File: config.mk
export PLATFORM = sky130hd
export DESIGN_NAME = line_drawer_gen_flat
export DESIGN_NICKNAME = d
export VERILOG_FILES = /design/src/rtl/line_drawer_gen_if.sv /design/src/rtl/line_drawer_gen.sv /design/src/flat_wrapper.sv
export SDC_FILE = /design/constraint.sdc
export NUM_CORES = 1
export LEC_CHECK = 0
export CAP_MARGIN = 20
export CELL_PAD_IN_SITES_DETAIL_PLACEMENT = 0
export CELL_PAD_IN_SITES_GLOBAL_PLACEMENT = 1
export CORE_MARGIN = 2
export CORE_UTILIZATION = 44
export DETAILED_ROUTE_END_ITERATION = 8
export PLACE_DENSITY = 0.79
export SETUP_SLACK_MARGIN = 0.5
export SYNTH_ARGS = -nofsm -noshare
export SYNTH_HDL_FRONTEND = slang
export SYNTH_SLANG_ARGS = --single-unit
File: constraint.sdc
create_clock -name clk -period 5.24 [get_ports clk]
set_input_delay 0.524 -clock clk [delete_from_list [all_inputs] [get_ports clk]]
set_output_delay 0.524 -clock clk [all_outputs]
set_load 0.02 [all_outputs]
File: src/rtl/line_drawer_gen_if.sv
// -----------------------------------------------------------------------------
// line_drawer_gen_if
// Command and pixel-stream bundle for the Bresenham line generator.
//   Command side : start/ready handshake, endpoints x0/y0/x1/y1 (signed),
//                  pacing interval, abort.
//   Pixel side   : x/y (signed) with pix_valid/pix_ready handshake.
//   Status       : busy, done.
// master = control logic driving commands and consuming pixels.
// slave  = the line generator.
// -----------------------------------------------------------------------------
interface line_drawer_gen_if #(
    parameter int CW   = 11,
    parameter int DIVW = 24
);
    logic                 start;
    logic                 ready;
    logic signed [CW-1:0] x0;
    logic signed [CW-1:0] y0;
    logic signed [CW-1:0] x1;
    logic signed [CW-1:0] y1;
    logic [DIVW-1:0]      interval;
    logic                 abort;
    logic signed [CW-1:0] x;
    logic signed [CW-1:0] y;
    logic                 pix_valid;
    logic                 pix_ready;
    logic                 busy;
    logic                 done;

    modport master (
        output start, x0, y0, x1, y1, interval, abort, pix_ready,
        input  ready, x, y, pix_valid, busy, done
    );

    modport slave (
        input  start, x0, y0, x1, y1, interval, abort, pix_ready,
        output ready, x, y, pix_valid, busy, done
    );
endinterface

File: src/rtl/line_drawer_gen.sv
// -----------------------------------------------------------------------------
// line_drawer_gen
// Parametrised all-octant Bresenham line generator. A command carries both
// endpoints and a pacing interval; pixels stream out one per handshake with
// back-pressure, at least `interval` cycles apart, and the line can be aborted.
// Ports:
//   clk   : system clock
//   reset : asynchronous, active-low reset
//   bus   : line_drawer_gen_if.slave (command, pixel stream, status)
// -----------------------------------------------------------------------------
module line_drawer_gen #(
    parameter int CW   = 11,
    parameter int DIVW = 24
) (
    input  logic               clk,
    input  logic               reset,
    line_drawer_gen_if.slave   bus
);

    typedef enum logic [1:0] {
        S_IDLE = 2'd0,
        S_EMIT = 2'd1,
        S_WAIT = 2'd2,
        S_DONE = 2'd3
    } state_t;

    localparam logic signed [CW-1:0]   C_ONE  = {{(CW-1){1'b0}}, 1'b1};
    localparam logic [DIVW-1:0]        D_ONE  = {{(DIVW-1){1'b0}}, 1'b1};
    localparam logic signed [CW+1:0]   E_ZERO = '0;

    state_t               r_state;
    state_t               w_state_nxt;

    logic signed [CW-1:0] r_x;
    logic signed [CW-1:0] r_y;
    logic signed [CW-1:0] r_x1;
    logic signed [CW-1:0] r_y1;
    logic signed [CW:0]   r_dx;       // |x1-x0|
    logic signed [CW:0]   r_dy;       // -|y1-y0|
    logic signed [CW+1:0] r_err;
    logic                 r_sx_neg;   // step x by -1
    logic                 r_sy_neg;   // step y by -1
    logic [DIVW-1:0]      r_interval;
    logic [DIVW-1:0]      r_cnt;

    // Command-time arithmetic on the raw endpoint inputs
    logic signed [CW:0]   w_x0_ext, w_y0_ext, w_x1_ext, w_y1_ext;
    logic signed [CW:0]   w_ddx, w_ddy, w_dx_abs, w_dy_neg;
    logic signed [CW+1:0] w_dx_abs_e, w_dy_neg_e, w_err_init;
    logic [DIVW-1:0]      w_interval;

    // Per-pixel Bresenham step
    logic signed [CW+2:0] w_e2, w_dx_e3, w_dy_e3;
    logic signed [CW+1:0] w_dx_e2, w_dy_e2, w_err_step;
    logic                 w_step_x, w_step_y;

    logic w_accept, w_hs, w_last, w_wait_end, w_paced;

    assign w_x0_ext = bus.x0;
    assign w_y0_ext = bus.y0;
    assign w_x1_ext = bus.x1;
    assign w_y1_ext = bus.y1;
    assign w_ddx    = w_x1_ext - w_x0_ext;
    assign w_ddy    = w_y1_ext - w_y0_ext;
    assign w_dx_abs = w_ddx[CW] ? -w_ddx : w_ddx;
    assign w_dy_neg = w_ddy[CW] ? w_ddy : -w_ddy;
    assign w_dx_abs_e = w_dx_abs;
    assign w_dy_neg_e = w_dy_neg;
    assign w_err_init = w_dx_abs_e + w_dy_neg_e;
    // An interval of 0 paces exactly like 1
    assign w_interval = (bus.interval == '0) ? D_ONE : bus.interval;

    assign w_e2    = $signed({r_err, 1'b0});
    assign w_dx_e3 = r_dx;
    assign w_dy_e3 = r_dy;
    assign w_dx_e2 = r_dx;
    assign w_dy_e2 = r_dy;
    assign w_step_x = (w_e2 >= w_dy_e3);
    assign w_step_y = (w_e2 <= w_dx_e3);
    // Both terms apply on a diagonal step
    assign w_err_step = r_err + (w_step_x ? w_dy_e2 : E_ZERO)
                              + (w_step_y ? w_dx_e2 : E_ZERO);

    assign w_accept   = bus.start & (r_state == S_IDLE) & ~bus.abort;
    assign w_hs       = (r_state == S_EMIT) & bus.pix_ready;
    assign w_last     = (r_x == r_x1) && (r_y == r_y1);
    assign w_wait_end = (r_cnt == D_ONE);
    assign w_paced    = (r_interval > D_ONE);

    always_ff @(posedge clk or negedge reset) begin
        if (!reset) begin
            r_state <= S_IDLE;
        end else begin
            r_state <= w_state_nxt;
        end
    end

    always_comb begin
        w_state_nxt = r_state;
        case (r_state)
            S_IDLE: begin
                if (w_accept) begin
                    w_state_nxt = S_EMIT;
                end
            end
            S_EMIT: begin
                if (w_hs) begin
                    if (w_last) begin
                        w_state_nxt = S_DONE;
                    end else if (w_paced) begin
                        w_state_nxt = S_WAIT;
                    end else begin
                        w_state_nxt = S_EMIT;
                    end
                end
            end
            S_WAIT: begin
                if (w_wait_end) begin
                    w_state_nxt = S_EMIT;
                end
            end
            S_DONE: begin
                w_state_nxt = S_IDLE;
            end
            default: begin
                w_state_nxt = S_IDLE;
            end
        endcase
        // Abort wins over everything outside IDLE
        if (bus.abort && (r_state != S_IDLE)) begin
            w_state_nxt = S_IDLE;
        end
    end

    always_ff @(posedge clk or negedge reset) begin
        if (!reset) begin
            r_x        <= '0;
            r_y        <= '0;
            r_x1       <= '0;
            r_y1       <= '0;
            r_dx       <= '0;
            r_dy       <= '0;
            r_err      <= '0;
            r_sx_neg   <= 1'b0;
            r_sy_neg   <= 1'b0;
            r_interval <= D_ONE;
            r_cnt      <= '0;
        end else if (w_accept) begin
            r_x        <= bus.x0;
            r_y        <= bus.y0;
            r_x1       <= bus.x1;
            r_y1       <= bus.y1;
            r_dx       <= w_dx_abs;
            r_dy       <= w_dy_neg;
            r_err      <= w_err_init;
            r_sx_neg   <= !(bus.x0 < bus.x1);
            r_sy_neg   <= !(bus.y0 < bus.y1);
            r_interval <= w_interval;
        end else if (w_hs && !w_last && !bus.abort) begin
            if (w_step_x) begin
                r_x <= r_sx_neg ? (r_x - C_ONE) : (r_x + C_ONE);
            end
            if (w_step_y) begin
                r_y <= r_sy_neg ? (r_y - C_ONE) : (r_y + C_ONE);
            end
            r_err <= w_err_step;
            // The handshake cycle itself is the first of the interval
            r_cnt <= r_interval - D_ONE;
        end else if (r_state == S_WAIT) begin
            r_cnt <= r_cnt - D_ONE;
        end
    end

    assign bus.x         = r_x;
    assign bus.y         = r_y;
    assign bus.pix_valid = (r_state == S_EMIT);
    assign bus.ready     = (r_state == S_IDLE);
    assign bus.busy      = (r_state != S_IDLE);
    assign bus.done      = (r_state == S_DONE);

endmodule

File: src/flat_wrapper.sv
// flat-port wrapper written by rule: the top's interface ports become plain ports
module line_drawer_gen_flat 
#(
    parameter int CW   = 11,
    parameter int DIVW = 24
)
  (clk, reset, bus_start, bus_x0, bus_y0, bus_x1, bus_y1, bus_interval, bus_abort, bus_pix_ready, bus_ready, bus_x, bus_y, bus_pix_valid, bus_busy, bus_done);
  line_drawer_gen_if #(.CW(CW), .DIVW(DIVW)) bus_i ();
  input  logic clk;
  input  logic reset;
  input wire logic [$bits(bus_i.start)-1:0] bus_start;
  input wire logic [$bits(bus_i.x0)-1:0] bus_x0;
  input wire logic [$bits(bus_i.y0)-1:0] bus_y0;
  input wire logic [$bits(bus_i.x1)-1:0] bus_x1;
  input wire logic [$bits(bus_i.y1)-1:0] bus_y1;
  input wire logic [$bits(bus_i.interval)-1:0] bus_interval;
  input wire logic [$bits(bus_i.abort)-1:0] bus_abort;
  input wire logic [$bits(bus_i.pix_ready)-1:0] bus_pix_ready;
  output wire logic [$bits(bus_i.ready)-1:0] bus_ready;
  output wire logic [$bits(bus_i.x)-1:0] bus_x;
  output wire logic [$bits(bus_i.y)-1:0] bus_y;
  output wire logic [$bits(bus_i.pix_valid)-1:0] bus_pix_valid;
  output wire logic [$bits(bus_i.busy)-1:0] bus_busy;
  output wire logic [$bits(bus_i.done)-1:0] bus_done;
  assign bus_i.start = bus_start;
  assign bus_i.x0 = bus_x0;
  assign bus_i.y0 = bus_y0;
  assign bus_i.x1 = bus_x1;
  assign bus_i.y1 = bus_y1;
  assign bus_i.interval = bus_interval;
  assign bus_i.abort = bus_abort;
  assign bus_i.pix_ready = bus_pix_ready;
  assign bus_ready = bus_i.ready;
  assign bus_x = bus_i.x;
  assign bus_y = bus_i.y;
  assign bus_pix_valid = bus_i.pix_valid;
  assign bus_busy = bus_i.busy;
  assign bus_done = bus_i.done;
  line_drawer_gen #(.CW(CW), .DIVW(DIVW)) u_core (.clk(clk), .reset(reset), .bus(bus_i));
endmodule
==> results.sh, run 1 <==
export IMPL_outcome="complete, no violations"
export IMPL_intPower_mw=4.93
export IMPL_min_period_ns=4.70
export IMPL_critical_path_required_ns=5.55
export IMPL_worst_setup_path_end_kind="flop"
export IMPL_area_growth_pct=21.6
export IMPL_ys_types=59
export IMPL_cts_inserted_buffers=17
export IMPL_timing_hold_ws_ns=0.138
export IMPL_slew_headroom_pct=39.9
export IMPL_power_leakage_nw=5.93
export IMPL_synth_flop_cell="dfrtp_1"
export IMPL_synthesis_nets=1489
export IMPL_fin_ws_ns=0.539
export IMPL_drv_cap=0
export IMPL_vias=9325
export IMPL_cts_tree="yes"
export IMPL_routed_wl_um=30200
export IMPL_dp_hpwl_um=22800
export IMPL_pre_cts_slack_ns=-0.0889
export IMPL_mostFrequentLayoutCell="nand2_1"
export IMPL_synth_edf_count=0
export IMPL_power_density_mw_per_mm2=716
export IMPL_io_pins=99
export IMPL_holdBufCountCts=0
export IMPL_worstReg2RegStart="u_core.r_err[0]"
export IMPL_fin_tns_setup_ns=0
export IMPL_grt_usage_pct=24.2
export IMPL_first_iter_violations=551
export IMPL_hold_viol=0
export IMPL_r2r_slack_ns=0.54
export IMPL_nets=1593
export IMPL_synth_compound_area_share_pct=15.5
export IMPL_ys_seq_elements=133
export IMPL_top_usage_layer="met2"
export IMPL_ys_top_cells_by_area="dfrtp_1 31%, ha_1 12%, nand2_1 9.0%"
export IMPL_crit_arrival_ns=5.01
export IMPL_tightest_slew_ns=0.901
export IMPL_synth_top_family_by_area="simple AND/OR/NAND/NOR gates"
export IMPL_core_area_mm2=0.0235
export IMPL_p_sw_mw=4.25
export IMPL_fin_crit_sh_pct=89.7
export IMPL_multi_input_area_mm2=0.00684
export IMPL_most_common_layout_cells="249 x nand2_1, 132 x dfrtp_1, 118 x inv_1"
export IMPL_overflow=0
export IMPL_htreeDepth=4
export IMPL_reg2regPathDepth=24
export IMPL_antennaDiodeCount=0
export IMPL_critical_path_max_fanout=5
export IMPL_root_buffer="clkbuf_16"
export IMPL_clockPowerShare_pct=13.9
export IMPL_syn_area_mm2=0.0105
export IMPL_maxSlewViolCount=0
export IMPL_port_buffer_count=98
export IMPL_synth_area_per_cell_um2=8.11
export IMPL_grt_pass1_vias=9212
export IMPL_drc=0
export IMPL_regToRegEndpoint="u_core.r_err[12]"
export IMPL_drive_gt1_share_pct=7.62
export IMPL_antenna_found_initial=0
export IMPL_setup_violations=0
export IMPL_share_comb_of_total_power_pct=63.1
export IMPL_p_sw_share_pct=46.3
export IMPL_regArea_mm2=0.00333
export IMPL_nFillCells=2229
export IMPL_yosysSeqAreaShare_pct=31.6
export IMPL_hp_class="primary input to asynchronous set/reset pin"
export IMPL_peakVddDrop_v=0.000354
export IMPL_grt_pass1_wl_um=49100
export IMPL_synth_xor_area_share_pct=10.7
export IMPL_grt_max_degree=87
export IMPL_async_flop_share_pct=100
export IMPL_netlist_area_leader_share_pct=31.3
export IMPL_synth_mux_area_fraction_pct=0.783
export IMPL_synthSimpleGateAreaFrac_pct=20.6
export IMPL_die_y_um=159
export IMPL_num_rows=56
export IMPL_clkLatencyLatePin_ns=0.44
export IMPL_gp_congestion=0.907
export IMPL_yosysWarnings=0
export IMPL_worstSetupPathType="flop to flop"
export IMPL_wl_per_cell_um=17.4
export IMPL_yosysTopAreaCell="dfrtp_1"
export IMPL_start_kind="flop"
export IMPL_seq_power_share_pct=23.0
export IMPL_clock_sinks=133
export IMPL_clock_path_buffers=2
export IMPL_cts_clk_slew_worst_paths_ns=0.07
export IMPL_use_met1_pct=34.4
export IMPL_rsz0062_at_grt="true"
export IMPL_grt_use_met2_pct=39.1
export IMPL_syn_instance_count=1300
export IMPL_globalRouteMet3Util_pct=3.11
export IMPL_ant_nets=0
export IMPL_die_area_mm2=0.0252
export IMPL_die_width_um=159
export IMPL_synth_fa_ha_area_share_pct=15.0
export IMPL_clock_skew_ns=0.0158
export IMPL_routed_via_density=5.37
export IMPL_fmax_mhz=213
export IMPL_start_util_pct=44.9
export IMPL_drt_pre_antenna_iters=5
-- timing repair --
| action | 4_1_cts | 5_1_grt |
|---|---|---|
| buffers inserted | 3 | 9 |
| pin swaps | 20 | 29 |
| setup endpoints to repair | 3 | 5 |
| resized for setup | 22 | 32 |
-- cells in the mapped netlist, types with 4 or more instances --
library cell,number
nand2_1,254
dfrtp_1,132
inv_1,121
ha_1,98
nor2_1,89
xnor2_1,80
a21oi_1,79
o21ai_0,79
xor2_1,49
clkbuf_1,37
nor3_1,29
nor4_1,22
fa_1,18
nor2b_1,17
a21o_1,16
nand3_1,14
o22ai_1,13
nand4_1,12
o221ai_1,12
and2_1,9
a211oi_1,7
o21a_1,7
mux2i_1,6
nand2b_1,6
nor3b_1,6
o21bai_1,6
or3_1,6
a22oi_1,5
and3_1,5
o211ai_1,5
or4_1,5
a31oi_1,4
or2_2,4
-- layout make-up --
cell class	instances	area share, %
Sequential cell	133	26.0
Timing Repair Buffer	125	9.33
Tap cell	319	3.11
Inverter	121	3.54
Clock buffer	17	3.32
Multi-Input combinational cell	1006	53.3
Clock inverter	15	1.42
-- critical path, stage by stage, from the launching register on --
cell	delay (ns)
dfrtp_1	0.39
buf_6	0.13
ha_4	0.22
nor2b_4	0.13
o21a_1	0.18
o21a_1	0.19
o21ai_1	0.14
a21oi_1	0.11
a311oi_2	0.31
or2_4	0.23
nand2_2	0.07
fa_1	0.56
inv_2	0.06
ha_4	0.20
a21o_1	0.15
a21o_1	0.20
nand2_2	0.11
a21oi_4	0.07
o41ai_2	0.21
buf_4	0.17
o21ai_2	0.06
xnor2_1	0.16
nor2_1	0.07
xor2_1	0.18
a211o_1	0.29
-- worst max-delay path by stage --
stage	cells past startpoint	from	to
2_1_floorplan	23	u_core.r_err[0]	u_core.r_err[12]
3_3_place_gp	20	bus_x0[2]	u_core.r_err[11]
3_5_place_dp	20	bus_x0[2]	u_core.r_err[11]
4_1_cts	20	bus_x0[2]	u_core.r_err[11]
5_1_grt	24	u_core.r_err[0]	u_core.r_err[12]
6_report	24	u_core.r_err[0]	u_core.r_err[12]
-- registers in the layout, summed over array words and instances, names as in the netlist, 2 cells and up --
| signal | count |
|---|---|
| u_core.r_state | 2 |
| u_core.r_y1 | 11 |
| u_core.r_interval | 24 |
| u_core.r_x1 | 11 |
| u_core.bus.y | 11 |
| u_core.r_err | 13 |
| u_core.r_cnt | 24 |
| u_core.bus.x | 11 |
| u_core.r_dy | 12 |
| u_core.r_dx | 12 |
-- metrics by stage --
step | cell area (um^2) | utilization [%] | std cells | total power, mW
after floorplan | 10500 | - | 1300 | 5.70
final | 12800 | 54.6 | 1736 | 9.18
after global placement | 11900 | 50.6 | 1691 | 7.11
after detailed placement | 11900 | 50.6 | 1691 | 7.16
after CTS | 12600 | 53.7 | 1726 | 8.73
after global routing | 12800 | 54.6 | 1736 | 9.99
-- power by group through the flow --
stage	Combinational, mW	Clock (mW)	Sequential, mW
floorplan	3.67	0	2.04
global placement	5.00	0	2.11
detailed placement	5.04	0	2.11
CTS	5.33	1.30	2.10
global route	6.46	1.34	2.20
finish	5.79	1.28	2.11
-- cells by family (layout without fill, tap and decap cells) --
| family | Yosys count | in the layout |
|---|---|---|
| fa+ha+maj | 116 | 116 |
| simple gates | 488 | 488 |
| buf+inv | 161 | 278 |
| xor+xnor | 129 | 129 |
| flops | 133 | 133 |
| compound gates | 265 | 265 |
| mux | 8 | 8 |
-- routing by layer --
| metal | vias up | part of all wire, % |
|---|---|---|
| met5 | - | 0 |
| met4 | 0 | 1.3 |
| met3 | 29 | 3.9 |
| met2 | 218 | 46 |
| met1 | 4448 | 49 |
| li1 | 4630 | - |
(Power assumes the default switching activity.)
==> run 2: changes to the inputs <==
- CORE_UTILIZATION: 44 -> 45
- PLACE_DENSITY: 0.79 -> 0.81
- REMOVE_ABC_BUFFERS: not set -> 1
- clock period: 5.24 -> 5.7 ns (I/O delays scaled with it)
==> run 2 against run 1 <==
First-iteration DRC count shrank 2.9%. Clock power down 12%. Worst hold slack gained 0.049 ns. Largest power group unchanged.
==> results.sh, run 2 (synthesized netlist as in run 1, its figures left out) <==
export IMPL_outcome="complete, no violations"
export IMPL_clockPowerShare_pct=14.7
export IMPL_clock_sinks=133
export IMPL_tightest_slew_ns=1.08
export IMPL_fin_tns_setup_ns=0
export IMPL_first_iter_violations=535
export IMPL_nFillCells=2272
export IMPL_maxSlewViolCount=0
export IMPL_drv_cap=0
export IMPL_drc=0
export IMPL_clock_path_buffers=2
export IMPL_die_y_um=157
export IMPL_slew_headroom_pct=27.3
export IMPL_cts_tree="yes"
export IMPL_worstSetupPathType="flop to flop"
export IMPL_most_common_layout_cells="253 x nand2_1, 132 x dfrtp_1, 121 x inv_1"
export IMPL_timing_hold_ws_ns=0.188
export IMPL_clock_skew_ns=0.0118
export IMPL_antennaDiodeCount=0
export IMPL_overflow=0
export IMPL_fin_area_mm2=0.0125
export IMPL_htreeDepth=4
export IMPL_drt_pre_antenna_iters=6
export IMPL_nets=1579
export IMPL_power_leakage_nw=5.82
export IMPL_place_area_mm2=0.0119
export IMPL_clkLatencyLatePin_ns=0.43
export IMPL_wl_per_cell_um=16.9
export IMPL_io_pins=99
export IMPL_start_util_pct=45.3
export IMPL_setup_violations=0
export IMPL_die_area_mm2=0.0247
export IMPL_fmax_mhz=202
export IMPL_grt_usage_pct=24.3
export IMPL_rsz0062_at_grt="true"
export IMPL_antenna_found_initial=0
export IMPL_worst_setup_path_end_kind="flop"
export IMPL_ant_nets=0
export IMPL_cts_clk_slew_worst_paths_ns=0.07
export IMPL_routed_wl_um=29200
export IMPL_crit_arrival_ns=5.22
export IMPL_p_sw_share_pct=46.7
export IMPL_vias=9279
export IMPL_power_density_mw_per_mm2=619
export IMPL_finalPower_mw=7.73
export IMPL_intPower_mw=4.12
export IMPL_port_buffer_count=98
export IMPL_peakVddDrop_v=0.000250
export IMPL_num_rows=56
export IMPL_top_regs="u_core.r_cnt x24, u_core.r_interval x24, u_core.r_err x13"
export IMPL_min_period_ns=4.95
export IMPL_hold_viol=0
export IMPL_p_sw_mw=3.61
export IMPL_worstReg2RegStart="u_core.r_err[0]"
export IMPL_fin_crit_sh_pct=86.8
export IMPL_core_area_mm2=0.0233
export IMPL_critical_path_max_fanout=7
export IMPL_critical_path_required_ns=5.97
export IMPL_routed_via_density=5.39
export IMPL_grt_pass1_wl_um=46800
export IMPL_root_buffer="clkbuf_16"
export IMPL_die_width_um=157
export IMPL_drive_gt1_share_pct=4.42
export IMPL_share_comb_of_total_power_pct=60.4
export IMPL_start_kind="flop"
export IMPL_grt_max_degree=85
export IMPL_gp_congestion=0.893
export IMPL_mostFrequentLayoutCell="nand2_1"
export IMPL_hp_class="primary input to asynchronous set/reset pin"
export IMPL_critPathLaunch="u_core.r_err[0]"
export IMPL_grt_pass1_vias=9096
export IMPL_area_growth_pct=18.4
export IMPL_seq_power_share_pct=24.9
export IMPL_cts_inserted_buffers=17
export IMPL_dp_hpwl_um=22200
==> run 2: cell count changes in the layout (fill, tap and decap cells not counted), sizes merged <==
cell	delta
clkinvlp	+3
bufinv	-1
inv	-1
buf	-14
clkinv	-1
==> run 2: what timing repair did <==
item	CTS	global route
pin swaps	0	1
hold buffers	0	0
buffers inserted	0	4
endpoints found under the setup margin	1	3
resized for setup	1	3
==> run 2: routing by layer <==
metal,vias to the layer above,GRT usage [%],part of all wire (%)
met5,-,0,0
met3,51,3.83,4.0
met4,0,8.70,3.0
met1,4395,32.5,46
li1,4607,-,-
met2,226,39.8,47
==> run 2: final cells by class <==
cell class	count	area [um^2]	share of cell area, %
timing repair buffer	111	1080	8.65
sequential	133	3330	26.7
clock buffer	17	425	3.41
tap	319	399	3.20
inverter	121	454	3.64
multi-input combinational	1006	6640	53.2
clock inverter	15	159	1.27
==> run 2: path summary, 6_finish.rpt <==
path                                   endpoint  slack (ns)  cells after the start
max reg2reg                    u_core.r_err[11]        0.75                     22
min                        u_core.r_interval[5]        0.19                      1
min in group clk                u_core.r_y1[10]        0.49                      2
min reg2reg                     u_core.r_y1[10]        0.49                      2
max in group asynchronous        u_core.r_y1[1]        4.34                      2
max                            u_core.r_err[11]        0.75                     22
==> run 2: through the flow <==
stage / utilization, % / instances / setup slack, ns
6_report: 53.7 / 1722 / 0.755
5_1_grt: 53.7 / 1722 / 0.465
4_1_cts: 53.5 / 1718 / 0.606
3_5_place_dp: 50.9 / 1686 / 0.475
3_3_place_gp: 50.9 / 1686 / 0.586
2_1_floorplan: - / 1260 / 1.03
==> run 2: power by group through the flow <==
stage	registers (mW)	logic, mW	clock network, mW
after detailed placement	1.93	4.56	0
after global placement	1.93	4.52	0
after floorplan	1.88	3.34	0
final	1.93	4.67	1.13
after CTS	1.92	4.62	1.15
after global routing	2.00	5.27	1.20
==> run 2: worst max-delay path: stages, from the launching register on <==
cell and delay (ns):
dfrtp_1 0.43, ha_1 0.30, nor2b_1 0.15, o21a_1 0.18, o21a_1 0.16, o21ai_0 0.14
a21oi_1 0.10, a311oi_2 0.29, or2_4 0.21, buf_4 0.12, and2_1 0.18, fa_1 0.44
ha_1 0.33, nor2b_1 0.15, o21ai_0 0.20, a21boi_0 0.15, o21ai_0 0.25, a21oi_1 0.13
o21ai_0 0.28, mux2i_1 0.22, a21oi_1 0.08, a211oi_1 0.24, a21oi_1 0.07
